`config.mk`:
```
export PLATFORM = sky130hd
export DESIGN_NAME = morse_encoder
export DESIGN_NICKNAME = d
export VERILOG_FILES = /design/src/rtl/morse_defs_pkg.sv /design/src/rtl/morse_timer.sv /design/src/rtl/morse_encoder.sv
export SDC_FILE = /design/constraint.sdc
export NUM_CORES = 1
export LEC_CHECK = 0
export ABC_CLOCK_PERIOD_IN_PS = 1900
export BUFFER_PORTS_ARGS = -buffer_cell sky130_fd_sc_hd__buf_2
export CAP_MARGIN = 30
export CORE_MARGIN = 1.5
export CORE_UTILIZATION = 30
export CTS_BUF_LIST = sky130_fd_sc_hd__clkbuf_16
export CTS_CLUSTER_DIAMETER = 50
export DETAILED_ROUTE_END_ITERATION = 16
export HOLD_SLACK_MARGIN = 0.02
export PLACE_DENSITY = 0.54
export SLEW_MARGIN = 5
export SYNTH_ARGS = -nofsm -noshare
export SYNTH_HDL_FRONTEND = slang
export SYNTH_SLANG_ARGS = --single-unit
```
`constraint.sdc`:
```
create_clock -name clock -period 1.9 [get_ports clock]
set_input_delay 0.285 -clock clock [delete_from_list [all_inputs] [get_ports clock]]
set_output_delay 0.285 -clock clock [all_outputs]
set_load 0.01 [all_outputs]
```
`src/rtl/morse_defs_pkg.sv`:
```
// Shared Morse symbol encoding, code-word geometry and FSM state encoding
// used by the encoder, the decoder and the player modules.
package morse_defs;

    localparam logic [1:0] MORSE_NONE    = 2'b00;
    localparam logic [1:0] MORSE_DOT     = 2'b01;
    localparam logic [1:0] MORSE_LINE    = 2'b11;
    localparam logic [1:0] MORSE_INVALID = 2'b10;

    localparam int MORSE_SYMBOLS = 5;
    localparam int CODE_WIDTH    = 10;

    localparam logic [2:0] ST_IDLE  = 3'd0;
    localparam logic [2:0] ST_FETCH = 3'd1;
    localparam logic [2:0] ST_MARK  = 3'd2;
    localparam logic [2:0] ST_GAP   = 3'd3;
    localparam logic [2:0] ST_DONE  = 3'd4;

    // Only dot and line sound; none and the reserved pattern are both silent.
    function automatic logic sym_is_mark(input logic [1:0] sym);
        logic result;
        case (sym)
            MORSE_DOT:  result = 1'b1;
            MORSE_LINE: result = 1'b1;
            default:    result = 1'b0;
        endcase
        return result;
    endfunction

endpackage

```
`src/rtl/morse_timer.sv`:
```
// Loadable down-counter; expired flags the final count of a loaded interval
// so the owner can act on the same cycle the interval ends.
module morse_timer #(
    parameter int WIDTH = 4
) (
    input  logic             clock,
    input  logic             reset,
    input  logic             load,
    input  logic [WIDTH-1:0] load_value,
    input  logic             enable,
    output logic [WIDTH-1:0] value,
    output logic             expired
);

    logic [WIDTH-1:0] value_q;
    logic [WIDTH-1:0] value_d;

    // Next count: load wins over decrement.
    always_comb begin
        value_d = value_q;
        if (load) begin
            value_d = load_value;
        end else if (enable) begin
            value_d = value_q - WIDTH'(1);
        end else begin
            value_d = value_q;
        end
    end

    // Counter register.
    always_ff @(posedge clock) begin
        if (reset) begin
            value_q <= '0;
        end else begin
            value_q <= value_d;
        end
    end

    assign value   = value_q;
    assign expired = (value_q <= WIDTH'(1));

endmodule

```
`src/rtl/morse_encoder.sv`:
```
// Plays a packed five-symbol Morse word as a timed tone: dot = 1 unit,
// line = 3 units, one unit of silence after every mark.
module morse_encoder #(
    parameter int UNIT_CYCLES = 12_500_000
) (
    input  logic       clock,
    input  logic       reset,
    input  logic       start,
    input  logic [9:0] code,
    output logic       tone,
    output logic       busy,
    output logic       done,
    output logic [2:0] sym_count
);
    import morse_defs::*;

    localparam int TW = $clog2(3 * UNIT_CYCLES + 1);
    localparam logic [TW-1:0] DOT_TICKS  = TW'(UNIT_CYCLES);
    localparam logic [TW-1:0] LINE_TICKS = TW'(3 * UNIT_CYCLES);

    logic [2:0]  state_q, state_d;
    logic [9:0]  shift_q, shift_d;
    logic [2:0]  slots_q, slots_d;
    logic [2:0]  sym_count_q, sym_count_d;

    logic          tmr_load;
    logic [TW-1:0] tmr_load_value;
    logic          tmr_enable;
    logic [TW-1:0] tmr_value;
    logic          tmr_expired;
    logic [1:0]    head_sym;

    assign head_sym = shift_q[9:8];

    morse_timer #(
        .WIDTH(TW)
    ) u_timer (
        .clock      (clock),
        .reset      (reset),
        .load       (tmr_load),
        .load_value (tmr_load_value),
        .enable     (tmr_enable),
        .value      (tmr_value),
        .expired    (tmr_expired)
    );

    // Playback FSM: fetch one slot per cycle, time marks and gaps.
    always_comb begin
        state_d        = state_q;
        shift_d        = shift_q;
        slots_d        = slots_q;
        sym_count_d    = sym_count_q;
        tmr_load       = 1'b0;
        tmr_load_value = '0;
        tmr_enable     = 1'b0;

        case (state_q)
            ST_IDLE: begin
                if (start) begin
                    shift_d     = code;
                    slots_d     = 3'(MORSE_SYMBOLS);
                    sym_count_d = 3'd0;
                    state_d     = ST_FETCH;
                end else begin
                    state_d = ST_IDLE;
                end
            end

            ST_FETCH: begin
                shift_d = {shift_q[7:0], 2'b00};
                slots_d = slots_q - 3'd1;
                if (sym_is_mark(head_sym)) begin
                    tmr_load       = 1'b1;
                    tmr_load_value = (head_sym == MORSE_LINE) ? LINE_TICKS : DOT_TICKS;
                    state_d        = ST_MARK;
                end else if (slots_q == 3'd1) begin
                    state_d = ST_DONE;
                end else begin
                    state_d = ST_FETCH;
                end
            end

            ST_MARK: begin
                tmr_enable = (tmr_value != '0);
                if (tmr_expired) begin
                    sym_count_d    = sym_count_q + 3'd1;
                    tmr_load       = 1'b1;
                    tmr_load_value = DOT_TICKS;
                    state_d        = ST_GAP;
                end else begin
                    state_d = ST_MARK;
                end
            end

            ST_GAP: begin
                tmr_enable = (tmr_value != '0);
                if (tmr_expired) begin
                    state_d = (slots_q != 3'd0) ? ST_FETCH : ST_DONE;
                end else begin
                    state_d = ST_GAP;
                end
            end

            ST_DONE: begin
                state_d = ST_IDLE;
            end

            default: begin
                state_d = ST_IDLE;
            end
        endcase
    end

    // State, shift register, slot counter and symbol counter.
    always_ff @(posedge clock) begin
        if (reset) begin
            state_q     <= ST_IDLE;
            shift_q     <= 10'd0;
            slots_q     <= 3'd0;
            sym_count_q <= 3'd0;
        end else begin
            state_q     <= state_d;
            shift_q     <= shift_d;
            slots_q     <= slots_d;
            sym_count_q <= sym_count_d;
        end
    end

    assign tone      = (state_q == ST_MARK);
    assign busy      = (state_q != ST_IDLE);
    assign done      = (state_q == ST_DONE);
    assign sym_count = sym_count_q;

endmodule

```
==> impl_metrics.yaml, run 1 <==
timing:
  setup_violations: 6
  max_freq_ghz: 0.512
  final_max_slew_viol_count: 0
  finalClockSkew_ps: 3.57
  finalHoldViolCount: 0
  max_slew_margin_pct: 66.9
  rsz0062_at_grt: "yes"
  finalWorstSetupSlack_ps: -51.2
  post-route-period-util_pct: 103
  period_minus_slack_ps: 1950
  tightest_slew_ps: 493
cts:
  cts_tree: "done"
  htreeDepth: 2
  clk_pin_slew_ps: 60
  cts-hold-fix-buffers: 0
  clk_latency_ps: 280
  clock_path_buffers: 2
  cts_buffers: 5
  clock_sinks: 45
  root_buffer: "clkbuf_16"
synth:
  synth_seq_area_share_pct: 36.2
  synth_nets: 315
  synth_warnings: 0
  syn_inst: 296
  synth-edff-count: 0
  syn_area_per_cell_um2: 8.41
  synth.area.top_cells: "dfxtp_1 (36%), nor2_1 (6.9%), a21oi_1 (4.0%)"
  synth.distinct_cells: 58
  synth_most_common_cell: "nor2_1"
  synthTopCellsByCount: "nor2_1 (46), dfxtp_1 (45), a21oi_1 (20), nor4_1 (13)"
  yosys.area.top_type: "dfxtp_1"
  ys.flop_type: "dfxtp_1"
  async_reset_ff_share_pct: 0
  synth_seq_cells: 45
  syn-cell-area_um2: 2490
  synth_top_area_share_pct: 36.2
floorplan:
  core_um2: 8130
  die_h_um: 94.1
  initial_utilization_pct: 30.6
  ioPinCount: 19
  std_cell_rows: 33
  fp.dieW_um: 94.1
  die_area_um2: 8850
route:
  first_pass_iters: 4
  vias_per_cell: 5.16
  vias: 2561
  drtIter0Drc: 141
  routed_wl_um: 7300
  drc: 0
  wl_per_cell_um: 14.7
  ant_nets: 0
place:
  globalplace.congestion: 0.883
  dp_cells: 478
  io_buffers: 18
  dpl.hpwl_um: 5200
run_status:
  violations: "negative setup slack"
  outcome: "finished with violations"
hold_path:
  hold_class: "input port to flip-flop"
critical_path:
  path_cells: "nor4_4 -> buf_4 -> nand4b_4 -> or2_4 -> or4_1 -> a31oi_1"
  arrival_ps: 2160
  end_kind: "flip-flop"
  cp.required_ps: 2110
  slowest_stage: "or4_1"
  startpoint_type: "flip-flop"
  cp_slowest_stage_delay_ps: 460
  cp_max_fo: 7
  critical_path_class: "flip-flop to flip-flop"
power:
  leakage_nw: 1.55
  power.density_nw_per_um2: 1790
  vdd_drop_max_mv: 0.594
  p_total_mw: 6.62
layout:
  diodes: 0
  drive_gt1_share_pct: 43.0
  nNetsFinal: 409
  final_cells: 496
  seq_area_um2: 908
  multiInputGateArea_um2: 1710
  n_fill_cell: 773
  syn2layout_area_growth_pct: 48.8
grt:
  grt_pass1_wl_um: 11700
  antenna_found_initial: 0
  grt_pass1_vias: 2450
  grt_overflow: 0
  grtUsageTotal_pct: 16.8
  grt_max_degree: 21
run:
  cap_violations: 0
-- worst paths after layout --
kind | start | slack [ps] | endpoint | depth (start not counted)
max | u_timer.value[6] | -50 | u_timer.value[21] | 6
min | code[1] | 250 | shift_q[1] | 3
max reg2reg | u_timer.value[6] | -50 | u_timer.value[21] | 6
min reg2reg | shift_q[2] | 470 | shift_q[2] | 2
-- cell usage in the layout (no fill, tap or decap), drive strengths merged, types with 9 or more instances in the layout --
cell   count
buf      102
nor2      48
dfxtp     45
a21oi     20
nor4      17
inv       13
nand2     12
or4       10
nand3      9
-- routing by layer --
layer,vias up,track usage (%),routed length [um]
met5,-,0,0
met4,0,5.60,110
met3,11,3.48,205
met2,35,27.6,3510
met1,1224,21.8,3480
li1,1291,-,-
-- per-stage QoR --
step	hold WS [ps]	area, um^2	setup slack [ps]	util [%]	TNS, ps
final	245	3700	-51.2	45.5	-148
after CTS	237	3510	-76.6	43.1	-279
after floorplan	421	2540	-33.4	-	-81.9
after global routing	246	3700	-126	45.5	-909
after detailed placement	463	3250	-126	40.0	-833
after global placement	459	3250	-87.7	40.0	-902
-- power by group --
group          switching (mW)  internal (mW)  leakage, nW
sequential              0.170           1.14        0.370
combinational            2.11           2.22         1.10
clock                   0.365          0.612       0.0826
total                    2.65           3.97         1.55
-- final cells by class --
type / count / area share [%]
multi-input combinational: 224 / 46.2
sequential: 45 / 24.5
timing repair buffer: 102 / 20.1
tap: 105 / 3.55
clock buffer: 5 / 3.38
inverter: 12 / 1.22
clock inverter: 3 / 1.01
-- cells by family (layout without fill, tap and decap cells) --
family	count (synthesis)	after routing	share of synthesized area, %
AND/OR/NAND/NOR	138	138	32.9
AO/OA/AOI/OAI	66	66	18.3
flip-flops	45	45	36.2
buffers and inverters	27	122	4.52
XOR/XNOR	11	11	3.87
adder cells (fa/ha/maj)	6	6	3.02
multiplexers	3	3	1.21
-- critical path: cells and delay by family (launching register included) --
family                 cells  cell delay (ps)
AO/OA/AOI/OAI              1              180
flip-flops                 1              340
buffers and inverters      1              180
AND/OR/NAND/NOR            4             1170
-- repair_timing --
action | in CTS | in global routing
gates cloned | 0 | 1
setup buffers | 4 | 6
endpoints found under the setup margin | 27 | 29
pin swaps | 8 | 16
resized for setup | 16 | 40
-- flip-flops by register name, summed over array words and instances (netlist names) --
signal,count
slots_q,3
sym_count,3
state_q,3
u_timer.value,26
shift_q,10
Power figures use the tool's default switching activity.
==> run 2, diff against run 1 <==
CORE_MARGIN = 8   (was 1.5)
==> impl_metrics.yaml, run 2 (synthesis gave the netlist of run 1 again) <==
run_status:
  outcome: "finished with violations"
  violations: "negative setup slack"
cts:
  cts_buffers: 5
  clock_path_buffers: 2
  clk_latency_ps: 290
  clk_pin_slew_ps: 70
  clock_sinks: 45
  htreeDepth: 2
  cts_tree: "done"
  root_buffer: "clkbuf_16"
place:
  dpl.hpwl_um: 5270
  globalplace.congestion: 0.838
  dp_slack_ps: -155
  io_buffers: 18
grt:
  grt_max_degree: 19
  antenna_found_initial: 0
  grt_pass1_vias: 2444
  grt_overflow: 0
  grt_pass1_wl_um: 12100
  grtUsageTotal_pct: 12.8
floorplan:
  initial_utilization_pct: 30.6
  core_um2: 8130
  fp.dieW_um: 107
  std_cell_rows: 33
  ioPinCount: 19
  die_area_um2: 11500
  die_h_um: 107
power:
  power.density_nw_per_um2: 1720
  leakage_nw: 1.47
  p_total_mw: 6.10
  vdd_drop_max_mv: 0.687
timing:
  setup_violations: 2
  max_freq_ghz: 0.516
  tightest_slew_ps: 505
  finalHoldViolCount: 0
  rsz0062_at_grt: "yes"
  finalWorstSetupSlack_ps: -39.1
  worst_hold_slack_ps: 234
  max_slew_margin_pct: 66.1
  final_max_slew_viol_count: 0
  period_minus_slack_ps: 1940
  post-route-period-util_pct: 102
  final.setup.tns_ps: -39.2
  finalClockSkew_ps: 8.49
layout:
  largest_reg_flops: 26
  final_common_cell: "buf_4"
  diodes: 0
  postLayoutCoreUtil_pct: 43.7
  layout_common_cells: "buf_4 (67), nor2_1 (43), dfxtp_1 (32), a21oi_1 (18), buf_2 (18)"
  syn2layout_area_growth_pct: 42.7
  nNetsFinal: 396
  drive_gt1_share_pct: 41.3
critical_path:
  cp.required_ps: 2070
  startpoint_type: "flip-flop"
  critical_path_class: "flip-flop to flip-flop"
  cp_max_fo: 7
  arrival_ps: 2110
  end_kind: "flip-flop"
route:
  routed_wl_um: 7270
  drtIter0Drc: 89
  wl_per_cell_um: 15.0
  drc: 0
  ant_nets: 0
  vias: 2522
  first_pass_iters: 4
  vias_per_cell: 5.22
hold_path:
  hold_class: "input port to flip-flop"
run:
  cap_violations: 0
-- run 2: power by group --
group / switching, mW / total [mW] / internal [mW] / leakage (nW)
registers: 0.167 / 1.31 / 1.14 / 0.373
logic: 1.99 / 3.94 / 1.94 / 1.02
clock network: 0.368 / 0.850 / 0.483 / 0.0696
total: 2.53 / 6.10 / 3.57 / 1.47
-- run 2: routing by layer --
metal	global-route usage (%)	vias to the layer above	wire [um]
li1	-	1260	-
met1	15.9	1200	3310
met2	21.2	56	3560
met3	3.72	6	337
met4	3.02	0	61
met5	0	-	0
-- run 2: timing repair --
item,in CTS,in global routing
pin swaps,8,14
setup endpoints to repair,27,28
gates resized for setup,23,29
hold buffers,0,0
setup buffers,2,2
-- run 2: worst paths after layout --
check	depth (start not counted)	to	start	slack (ps)
setup reg to reg	5	u_timer.value[25]	u_timer.value[21]	-40
hold reg to reg	2	shift_q[2]	shift_q[2]	470
hold / removal	3	shift_q[1]	code[1]	230
setup / recovery	5	u_timer.value[25]	u_timer.value[21]	-40
-- run 2: per-stage QoR --
step | area, um^2 | cells
floorplan | 2540 | 296
global placement | 3190 | 471
detailed placement | 3190 | 471
CTS | 3440 | 481
global route | 3550 | 483
finish | 3550 | 483
-- run 2: worst max-delay path: stages (launching register included) --
cell and delay (ps):
dfxtp_1 310, or4_4 610, or3_4 430, nor4_4 170, mux2i_1 240, nor4b_2 60
-- run 2: area by class of cell --
class / instances / area (um^2)
Sequential cell: 45 / 917
Tap cell: 105 / 131
Inverter: 12 / 45.0
Fill cell: 818 / 4580
Clock buffer: 5 / 125
Timing Repair Buffer: 89 / 638
Clock inverter: 3 / 17.5
Multi-Input combinational cell: 224 / 1680
